==> src/rtl/number_rom_pkg.sv <==
// Shared sprite-ROM constants and payload types for the number ROM arbiter.
package number_rom_pkg;

   localparam int unsigned SPRITE_W     = 60;
   localparam int unsigned SPRITE_H     = 150;
   localparam int unsigned SPRITE_WORDS = SPRITE_W * SPRITE_H;
   localparam int unsigned NUM_SPRITES  = 4;

   typedef logic [1:0] sprite_sel_t;
   typedef logic [3:0] pixel_t;

endpackage

==> src/rtl/rr_arb2.sv <==
// Two-way round-robin arbiter with a last-grant register.
// Optional burst hold is built only when NUMBER_ROM_ARB_BURST_EN is defined.
module rr_arb2 #(
   parameter int unsigned BURST_MAX = 8
) (
   input  logic clk,
   input  logic rst_n,
   input  logic req0,
   input  logic req1,
   output logic gnt0,
   output logic gnt1
);

   // A zero burst limit has no meaningful interpretation in either mode.
   if (BURST_MAX < 1) begin : g_bad_burst_max
      $error("rr_arb2: BURST_MAX must be at least 1");
   end

   logic last_gnt;   // 1: requester 1 was granted most recently
   logic pick1;
   logic keep;

`ifdef NUMBER_ROM_ARB_BURST_EN
   localparam int unsigned CNT_W = $clog2(BURST_MAX + 1);
   logic [CNT_W-1:0] cnt;

   // Current owner keeps the grant until it has used BURST_MAX beats in a row.
   always_comb begin
      keep = 1'b0;
      if ((cnt != '0) && (cnt < CNT_W'(BURST_MAX))) keep = 1'b1;
   end

   // Consecutive-beat counter: restarts on a switch, clears on an idle cycle.
   always_ff @(posedge clk) begin
      if (!rst_n) begin
         cnt <= '0;
      end else if (gnt0 || gnt1) begin
         if ((gnt1 == last_gnt) && (cnt != '0)) begin
            if (cnt != CNT_W'(BURST_MAX)) cnt <= cnt + CNT_W'(1);
         end else begin
            cnt <= CNT_W'(1);
         end
      end else begin
         cnt <= '0;
      end
   end
`else
   // Pure alternation: nobody holds the grant through contention.
   always_comb begin
      keep = 1'b0;
   end
`endif

   // Grant decision; both grants are held low while reset is asserted.
   always_comb begin
      pick1 = 1'b0;
      gnt0  = 1'b0;
      gnt1  = 1'b0;
      if (rst_n) begin
         if (req0 && req1) pick1 = keep ? last_gnt : ~last_gnt;
         else              pick1 = req1;
         gnt0 = req0 && !pick1;
         gnt1 = req1 && pick1;
      end
   end

   // Remember the most recent winner; idle cycles leave it untouched.
   always_ff @(posedge clk) begin
      if (!rst_n)            last_gnt <= 1'b1;
      else if (gnt0 || gnt1) last_gnt <= gnt1;
   end

endmodule

==> src/rtl/number_rom_arb.sv <==
// Shares one sprite ROM (1-cycle registered read) between two requesters.
// Optional burst arbitration: define NUMBER_ROM_ARB_BURST_EN.
module number_rom_arb
   import number_rom_pkg::*;
#(
   parameter int unsigned ADDR_W    = 14,
   parameter int unsigned ADDR_LAST = 8999,
   parameter int unsigned BURST_MAX = 8
) (
   input  logic              clk,
   input  logic              rst_n,
   input  logic              req0,
   input  logic              req1,
   input  sprite_sel_t       sel0,
   input  sprite_sel_t       sel1,
   input  logic [ADDR_W-1:0] addr0,
   input  logic [ADDR_W-1:0] addr1,
   output logic              gnt0,
   output logic              gnt1,
   output logic              rvalid0,
   output logic              rvalid1,
   output pixel_t            rdata0,
   output pixel_t            rdata1,
   output sprite_sel_t       rom_sel,
   output logic [ADDR_W-1:0] rom_addr,
   input  pixel_t            rom_data
);

   logic oob;     // granted address lies beyond the last sprite word
   logic oob_q;

   rr_arb2 #(
      .BURST_MAX (BURST_MAX)
   ) u_arb (
      .clk   (clk),
      .rst_n (rst_n),
      .req0  (req0),
      .req1  (req1),
      .gnt0  (gnt0),
      .gnt1  (gnt1)
   );

   // Steer the winner onto the ROM; out-of-range addresses read word 0.
   always_comb begin
      rom_sel  = '0;
      rom_addr = '0;
      oob      = 1'b0;
      if (gnt0) begin
         rom_sel = sel0;
         if (addr0 > ADDR_W'(ADDR_LAST)) oob = 1'b1;
         else                            rom_addr = addr0;
      end else if (gnt1) begin
         rom_sel = sel1;
         if (addr1 > ADDR_W'(ADDR_LAST)) oob = 1'b1;
         else                             rom_addr = addr1;
      end
   end

   // Response tracking aligned with the ROM's one-cycle read latency.
   always_ff @(posedge clk) begin
      if (!rst_n) begin
         rvalid0 <= 1'b0;
         rvalid1 <= 1'b0;
         oob_q   <= 1'b0;
      end else begin
         rvalid0 <= gnt0;
         rvalid1 <= gnt1;
         oob_q   <= oob;
      end
   end

   // ROM data goes to the valid requester; out-of-range reads return zero.
   assign rdata0 = (rvalid0 && !oob_q) ? rom_data : pixel_t'(0);
   assign rdata1 = (rvalid1 && !oob_q) ? rom_data : pixel_t'(0);

endmodule
==> config.mk <==
export PLATFORM = sky130hd
export DESIGN_NAME = number_rom_arb
export DESIGN_NICKNAME = d
export VERILOG_FILES = /design/src/rtl/number_rom_pkg.sv /design/src/rtl/rr_arb2.sv /design/src/rtl/number_rom_arb.sv
export SDC_FILE = /design/constraint.sdc
export NUM_CORES = 1
export LEC_CHECK = 0
export ABC_CLOCK_PERIOD_IN_PS = 1920
export BUFFER_PORTS_ARGS = -buffer_cell sky130_fd_sc_hd__buf_2
export CORE_AREA = 2 2 45 47
export CTS_CLUSTER_SIZE = 25
export DETAILED_ROUTE_END_ITERATION = 7
export DIE_AREA = 0 0 47 49
export PLACE_DENSITY_LB_ADDON = 0.3
export SLEW_MARGIN = 10
export SYNTH_ARGS = -nofsm -noshare
export SYNTH_HDL_FRONTEND = slang
export SYNTH_SLANG_ARGS = --single-unit
==> constraint.sdc <==
create_clock -name clk -period 1.92 [get_ports clk]
set_input_delay 0.384 -clock clk [delete_from_list [all_inputs] [get_ports clk]]
set_output_delay 0.384 -clock clk [all_outputs]
set_load 0.02 [all_outputs]
# Word-level counts from Yosys, hierarchy flattened
# Cells that the tools add are included.
[word_totals] register_bits=4 latchBits=0 mem_bits_rw=0 rom_bits=0 inputBits=40 out_inout_bits=28 word_cells=31 n_memories=0
[op_classes] n_addsub=0 mul=0 n_div=0 magnitude_cmp=2 n_eq_ne=0 shifts=0 muxes=16 bitwise_logic=1 n_reduce_logical=8
[ops] op="$mux W14" count=4
[ops] op="$gt A14 B14 Y1 const B" count=2
[ops] op="$mux W1" count=8
[ops] op="$mux W4" count=2
[ops] op="$logic_and A1 B1 Y1" count=5
[ops] op="$mux W2" count=2
[ops] op="$logic_not A1 Y1" count=2
[ops] op="$logic_or A1 B1 Y1" count=1
[ops] op="$not A1 Y1" count=1

# Longest topological paths before layout
# Gate-level depths: netlist of run 1.
[depth] ltp_word=7 ltp_mapped=6

# Modules after synthesis
# Synthesis of run 1 repeated with hierarchy kept, for this count alone.
[unflattened] cells_unflattened=77 area_unflattened_um2=564.3
[by_module_without_submodules] module="number_rom_arb" n_inst=1 cells_per_inst=68 area_each_um2=503.0 seq_area_each_um2=60.1
[by_module_without_submodules] module="rr_arb2" n_inst=1 cells_per_inst=9 area_each_um2=61.3 seq_area_each_um2=20.0

# Worst setup path before layout of run 1
# OpenSTA, ideal clock, no wires.
[synth_path] kind="input port to output port" from="in req1" to="out rom_addr[10]" arrival_ns=1.505 required_ns=1.536 slack_ns=0.031 stages=5 path_buffers=1 cell_sequence="nand2_1 -> a21oi_2 -> nor3b_2 -> buf_2 -> a22o_1"
[synth_between] elab_chain_cells=7
[synth_rtl] element="start, declared" line_no="number_rom_arb.sv:13" text="input logic req1,"
[synth_rtl] element="$logic_and A1 B1 Y1" line_no="rr_arb2.sv:60" text="if (req0 && req1) pick1 = keep ? last_gnt : ~last_gnt;"
[synth_rtl] element="$mux W1" line_no="rr_arb2.sv:60"
[synth_rtl] element="$mux W1" line_no="rr_arb2.sv:59" text="if (rst_n) begin"
[synth_rtl] element="$logic_and A1 B1 Y1 *" line_no="rr_arb2.sv:63" text="gnt1 = req1 && pick1;"
[synth_rtl] element="$mux W1 *" line_no="rr_arb2.sv:59"
[synth_rtl] element="named net gnt1" line_no="number_rom_arb.sv:19" text="output logic gnt1,"
[synth_rtl] element="$mux W14 *" line_no="number_rom_arb.sv:52" text="end else if (gnt1) begin"
[synth_rtl] element="$mux W14 *" line_no="number_rom_arb.sv:48" text="if (gnt0) begin"
[synth_rtl] element="end, declared" line_no="number_rom_arb.sv:25" text="output logic [ADDR_W-1:0] rom_addr,"
# Mark *: on every way through the listed nets, which the timed path passes. The rest lies on a longest branch. The select of a mux whose other input is x is not followed.

# Worst setup path in the final report of run 1
[layout_path] from="reg u_arb.last_gnt" to="out rom_addr[4]"
[layout_between] elab_chain_cells=7
[layout_rtl] element="start, declared" line_no="rr_arb2.sv:19" text="logic last_gnt;"
[layout_rtl] element="start signal, assigned" line_no="rr_arb2.sv:70" text="else if (gnt0 || gnt1) last_gnt <= gnt1;"
[layout_rtl] element="$not A1 Y1 *" line_no="rr_arb2.sv:60"
[layout_rtl] element="$mux W1 *" line_no="rr_arb2.sv:60"
[layout_rtl] element="$mux W1 *" line_no="rr_arb2.sv:59"
[layout_rtl] element="$logic_and A1 B1 Y1 or $logic_not A1 Y1 (tied branches)" line_no="rr_arb2.sv:63, rr_arb2.sv:62"
[layout_rtl] element="$mux W1 or $logic_and A1 B1 Y1 (tied branches)" line_no="rr_arb2.sv:59, rr_arb2.sv:62"
[layout_rtl] element="$mux W14 or $mux W1 (tied branches)" line_no="number_rom_arb.sv:52, rr_arb2.sv:59"
[layout_rtl] element="$mux W14 *" line_no="number_rom_arb.sv:48"
# Mark *: on every way between the ends. The rest lies on a longest branch, timed or not. The select of a mux whose other input is x is not followed.

==> key figures, run 1 <==
Status
  – Status: complete, but fails checks
  – Failing checks: negative setup slack

Clock tree
  – Clock Tree Buf Depth: 2
  – CTS Buf Count: 3
  – Num Clock Sinks: 4
  – Clk root buf: clkbuf_4
  – Worst skew pair latency: 240 ps
  – Post-CTS Hold Buffers: 0
  – CTS tree: yes
  – H-tree depth: 1
  – Reg clk slew, reported paths: 40 ps

Floorplanning
  – Die width: 47 um
  – Cell Rows: 16
  – Starting Density: 0.280
  – IO Pins: 68
  – Die Y: 49 um
  – Core area: 1840 um^2
  – Die area: 2300 um^2

Power and ir drop
  – Reg power frac: 0.223
  – Sw Share: 0.355
  – Sw Pwr: 0.000147 W
  – Internal power: 0.000266 W
  – Clock Power Share: 0.262
  – Combinational Power Share: 0.515
  – Lkg Pwr: 0.561 nW
  – Maximum vdd drop: 394 uV
  – PwrDens: 399 nW/um^2

Logic synthesis
  – Gate Count Post-Synth: 66
  – Warnings, synthesis: 0
  – Sequential area share after synthesis: 0.155
  – Net count after synthesis: 106
  – Synth top area share: 0.204
  – Synth cell types: 25
  – Top cells by area, synth: a22o_1, dfxtp_1, and2_1, nor2b_1, buf_6
  – Avg Synthesized Cell Area: 7.81 um^2
  – Yosys top cell by area: a22o_1
  – Mapped Area: 515 um^2
  – Synth Register Bits: 4

Timing
  – Transition time of the tightest slew-check pin: 343 ps
  – Fin. max-slew vios: 0
  – Worst hold margin: 357 ps
  – Final period util: 1.00
  – # setup viols final: 1
  – Slew HR: 0.769
  – Fmax: 520 MHz
  – Final WS setup: -4.83 ps
  – Final hold violation count: 0
  – Clock skew: 2.08 ps
  – RSZ-0062 raised after global routing: true
  – Min Tclk post-route: 1920 ps

Drt
  – WL per Instance: 11.7 um
  – DR vias: 785
  – Vias per cell: 4.70
  – DRT Pass-1 Iters: 4
  – DR iter-0 viols: 8
  – Residual DRC: 0
  – Final WL: 1950 um
  – ANT nets after route: 0

Worst hold path
  – Hold Crit Class: in2reg

Worst setup path
  – Worst setup SP type: register
  – Crit path arrival time: 1540 ps
  – CP startpoint: u_arb.last_gnt
  – CP Capture Type: primary output
  – FF-to-FF path depth: 6
  – CP Class: reg2out
  – Critical Path End: rom_addr[4]
  – FF-to-FF End: oob_q
  – Worst r2r src: u_arb.last_gnt
  – Critical path required time: 1540 ps
  – Worst-path fanout max: 7
  – R2r setup slk: 760 ps

Place
  – GP Congestion: 0.696
  – Placed Instances: 162
  – HPWL Detailed: 1550 um
  – Place WS: -19.2 ps
  – Port-buffer cells: 67

Cells and area
  – Non-filler cells, final: 167
  – Final Core Density: 0.562
  – Area occupied by multi-input gates: 417 um^2
  – Area Overhead vs Synth: 101%
  – Diode count: 0
  – Filler cells: 195
  – Share of cells above drive strength 1: 0.621
  – Register area: 81.3 um^2
  – Post-layout nets: 182

Global routing
  – Largest net degree at the start of global routing: 13
  – Initial antenna violation count: 0
  – First-pass GRT wire length: 2860 um
  – Gr usage total: 0.171
  – Vias in the first global route: 748
  – Total grt overflow: 0

Flow run
  – Max_cap viols: 0
state kept, by name, summed over array words and instances, names as in the netlist:
signal          cells
rvalid0             1
oob_q               1
u_arb.last_gnt      1
rvalid1             1
layout by cell type, fill, tap and decap left out:
cell	synthesis	routed
buf_2	1	54
buf_6	2	15
a22o_1	12	12
and2_1	9	9
nand2_1	5	5
buf_4	0	5
nor2b_1	4	4
a21oi_1	4	4
nor2_1	3	3
nand3_1	3	3
clkbuf_4	0	3
dfxtp_1	4	3
a21oi_2	2	2
a22o_2	2	2
a32o_1	2	2
o21ai_1	0	2
nand2b_4	0	1
and3_4	0	1
inv_1	1	1
nor3_1	1	1
nor3b_4	1	1
o31a_1	1	1
nor3b_2	1	1
nor4_1	1	1
and3_2	1	1
o22ai_1	1	1
or2b_1	1	1
dfxtp_2	0	1
routing by layer:
layer  GRT usage  share of wire  vias to the layer above
met1       0.180           0.39                      338
met3      0.0704          0.095                        2
met4      0.0509         0.0067                        0
met2       0.297           0.50                       45
li1            -              -                      400
met5           0              0                        -
cells in the mapped netlist (all sizes together):
library cell   n
a22o          14
and2           9
a21oi          6
nand2          5
dfxtp          4
nor2b          4
buf            3
nand3          3
nor2           3
a32o           2
and3           2
nor3b          2
o21ai          2
inv            1
nand2b         1
nor3           1
nor4           1
o22ai          1
o31a           1
or2b           1
per-stage QoR:
stage | cell area (um^2) | TNS, ps | power (W)
detailed placement | 895 | -39.6 | 0.000277
CTS | 980 | 0 | 0.000406
global placement | 895 | 0 | 0.000274
global route | 1030 | -812 | 0.000449
floorplan | 515 | 0 | 0.000192
finish | 1030 | -4.83 | 0.000413
final cells by class:
type / instances / area share
Clock buffer: 3 / 0.0218
Inverter: 1 / 0.00363
Multi-Input combinational cell: 58 / 0.403
Sequential cell: 4 / 0.0786
Tap cell: 27 / 0.0326
Timing Repair Buffer: 74 / 0.461
logic make-up after synthesis:
kind of cell	Yosys count	synth area share
buffers and inverters	4	0.0607
AOI/OAI and AO/OA	26	0.403
DFF	4	0.155
and+or+nand+nor	32	0.381
power by group through the flow:
stage	sequential [W]	combinational (W)	clock (W)
finish	0.0000921	0.000213	0.000108
global route	0.0000923	0.000230	0.000126
CTS	0.0000917	0.000201	0.000113
detailed placement	0.0000935	0.000184	0
global placement	0.0000932	0.000180	0
floorplan	0.0000961	0.0000959	0
critical path, stage by stage, from the launching register on:
cell	delay, ps
dfxtp_2	330
nand2b_4	120
and3_4	190
nor3b_4	220
buf_6	150
a22o_1	170
buf_6	120
what timing repair did:
| action | in CTS | in global routing |
|---|---|---|
| endpoints found under the hold margin | 0 | 0 |
| setup endpoints to repair | 12 | 13 |
| resized for setup | 17 | 16 |
| pin swaps | 2 | 11 |
| setup buffers | 1 | 1 |
| cloned | 0 | 0 |
worst min path at each step:
| stage | startpoint | to | slack [ps] | depth (start not counted) |
|---|---|---|---|---|
| after CTS | rst_n | u_arb.last_gnt | 350 | 2 |
| after floorplan | u_arb.last_gnt | rvalid1 | 450 | 1 |
| after detailed placement | u_arb.last_gnt | rvalid1 | 470 | 1 |
| after global routing | rst_n | u_arb.last_gnt | 340 | 2 |
| after global placement | u_arb.last_gnt | rvalid1 | 470 | 1 |
| final | rst_n | u_arb.last_gnt | 360 | 2 |
(Power assumes the default switching activity.)
==> run 2, diff against run 1 <==
--- a/config.mk
+++ b/config.mk
@@ -5,7 +5,7 @@
 export SDC_FILE = /design/constraint.sdc
 export NUM_CORES = 1
 export LEC_CHECK = 0
-export ABC_CLOCK_PERIOD_IN_PS = 1920
+export ABC_CLOCK_PERIOD_IN_PS = 2100
 export BUFFER_PORTS_ARGS = -buffer_cell sky130_fd_sc_hd__buf_2
 export CORE_AREA = 2 2 45 47
 export CTS_CLUSTER_SIZE = 25
==> constraint.sdc (replaced) <==
create_clock -name clk -period 2.1 [get_ports clk]
set_input_delay 0.42 -clock clk [delete_from_list [all_inputs] [get_ports clk]]
set_output_delay 0.42 -clock clk [all_outputs]
set_load 0.02 [all_outputs]
==> key figures, run 2 (same netlist as run 1, synthesis figures left out) <==
Drt
  – DR iter-0 viols: 17 (was 8)
  – DR vias: 787 (was 785)
  – Residual DRC: 0 (unchanged)
  – DRT Pass-1 Iters: 4 (unchanged)
  – ANT nets after route: 0 (unchanged)
  – Vias per cell: 4.77 (was 4.70)
  – WL per Instance: 10.9 um (was 11.7 um)
  – Final WL: 1800 um (was 1950 um)

Global routing
  – Initial antenna violation count: 0 (unchanged)
  – Total grt overflow: 0 (unchanged)
  – Vias in the first global route: 717 (was 748)
  – Largest net degree at the start of global routing: 13 (unchanged)
  – First-pass GRT wire length: 2700 um (was 2860 um)
  – Gr usage total: 0.160 (was 0.171)

Cells and area
  – Diode count: 0 (unchanged)
  – Commonest non-fill, non-tap cells in the layout: buf_2, a22o_1, buf_4 (was buf_2, buf_6, a22o_1)
  – Area Overhead vs Synth: 85.9% (was 101%)
  – Final instance area: 958 um^2 (was 1030 um^2)
  – Final Core Density: 0.520 (was 0.562)
  – Filler cells: 190 (was 195)
  – Share of cells above drive strength 1: 0.616 (was 0.621)
  – Register area: 81.3 um^2 (unchanged)
  – Most common cell after layout, fill and taps aside: buf_2 (unchanged)
  – Post-layout nets: 180 (was 182)
  – Area occupied by multi-input gates: 417 um^2 (unchanged)

Worst hold path
  – Cell count of the worst hold path: 2 (unchanged)
  – Hold_sp: rst_n (unchanged)
  – Hold Crit Class: in2reg (unchanged)
  – Hold path endpoint: u_arb.last_gnt (unchanged)

Power and ir drop
  – Maximum vdd drop: 163 uV (was 394 uV)
  – PwrDens: 377 nW/um^2 (was 399 nW/um^2)
  – Lkg Pwr: 0.541 nW (was 0.561 nW)

Floorplanning
  – Cell Rows: 16 (unchanged)
  – Starting Density: 0.280 (unchanged)
  – Core area: 1840 um^2 (unchanged)
  – IO Pins: 68 (unchanged)
  – Die area: 2300 um^2 (unchanged)
  – Die width: 47 um (unchanged)
  – Die Y: 49 um (unchanged)

Worst setup path
  – R2r setup slk: 1040 ps (was 760 ps)
  – Crit path arrival time: 1600 ps (was 1540 ps)
  – Crit-path slowest cell: dfxtp_2 (unchanged)
  – Worst-path fanout max: 7 (unchanged)
  – Crit-path max cell delay: 350 ps (was 330 ps)
  – FF-to-FF path depth: 5 (was 6)
  – Crit-path cells: nand2b_4 -> and3_4 -> nor3b_4 -> buf_6 -> a22o_1 -> buf_4 (was nand2b_4 -> and3_4 -> nor3b_4 -> buf_6 -> a22o_1 -> buf_6)
  – Critical path required time: 1680 ps (was 1540 ps)
  – Worst setup SP type: register (unchanged)
  – CP Class: reg2out (unchanged)
  – FF-to-FF End: oob_q (unchanged)
  – Worst r2r src: u_arb.last_gnt (unchanged)
  – CP Capture Type: primary output (unchanged)

Flow run
  – Max_cap viols: 0 (unchanged)

Clock tree
  – Clk root buf: clkbuf_4 (unchanged)
  – Num Clock Sinks: 4 (unchanged)
  – Post-CTS Setup Repair Bufs: 0 (was 1)
  – Post-CTS Hold Buffers: 0 (unchanged)
  – CTS Buf Count: 3 (unchanged)
  – Clock Tree Buf Depth: 2 (unchanged)
  – Worst skew pair latency: 240 ps (about the same)
  – H-tree depth: 1 (unchanged)
  – Reg clk slew, reported paths: 40 ps (about the same)
  – CTS tree: yes (unchanged)

Timing
  – Final setup TNS: 0 ps (was -4.83 ps)
  – RSZ-0062 raised after global routing: false (was true)
  – Worst hold margin: 385 ps (was 357 ps)
  – Transition time of the tightest slew-check pin: 325 ps (was 343 ps)
  – Fmax: 495 MHz
  – Fin. max-slew vios: 0 (unchanged)
  – Final WS setup: 78.4 ps (was -4.83 ps)
  – Min Tclk post-route: 2020 ps
  – Final hold violation count: 0 (unchanged)
  – Final period util: 0.963
  – Slew HR: 0.781 (was 0.769)
  – Clock skew: 7.25 ps (was 2.08 ps)
  – # setup viols final: 0 (was 1)

Place
  – HPWL Detailed: 1540 um (was 1550 um)
  – DP Area: 895 um^2 (unchanged)
  – Port-buffer cells: 67 (unchanged)
  – Place WS: 78.1 ps (was -19.2 ps)
  – GP Congestion: 0.694 (was 0.696)

Status
  – Status: finished, final reports clean (was complete, but fails checks)
run 2: changes by cell type in the layout (fill, tap and decap cells not counted):
cell     delta
buf_2       +5
o21ai_0     +1
buf_6      -13
o21ai_1     -1
buf_4       +6
run 2: critical path: cells and delay by family, from the launching register on:
family | cells | cell delay (ps)
buffers and inverters | 2 | 300
AND/OR/NAND/NOR | 3 | 560
flip-flops | 1 | 350
AO/OA/AOI/OAI | 1 | 150
run 2: layout make-up:
type | count | area share
clock buffer | 3 | 0.0235
multi-input combinational | 58 | 0.435
inverter | 1 | 0.00392
sequential | 4 | 0.0849
tap | 27 | 0.0352
timing repair buffer | 72 | 0.418
run 2: stage by stage:
stage,cells,power [W]
after floorplan,66,0.000176
after global placement,162,0.000250
after detailed placement,162,0.000253
after CTS,165,0.000357
after global routing,165,0.000387
final,165,0.000361
run 2: routing by layer:
metal | GRT usage | wire [um]
met1 | 0.160 | 745
met2 | 0.285 | 887
met3 | 0.0296 | 149
met4 | 0.0972 | 16
met5 | 0 | 0
run 2: worst max path at each step:
stage	from	endpoint	slack [ps]	depth (start not counted)
2_1_floorplan	req1	rom_addr[10]	140	5
3_5_place_dp	addr0[4]	rom_addr[4]	80	7
6_report	u_arb.last_gnt	rom_addr[4]	80	6
4_1_cts	u_arb.last_gnt	rom_addr[6]	30	6
3_3_place_gp	addr0[4]	rom_addr[11]	120	7
5_1_grt	u_arb.last_gnt	rom_addr[9]	2	6
run 2: power breakdown:
group,switching (W),internal (W)
Clock,0.0000354,0.0000642
Sequential,0.00000321,0.0000818
Combinational,0.0000915,0.0000851
run 2: timing repair:
| item | CTS | global route |
|---|---|---|
| endpoints found under the hold margin | 0 | 0 |
| resized for setup | 2 | 12 |
| endpoints found under the setup margin | 1 | 12 |
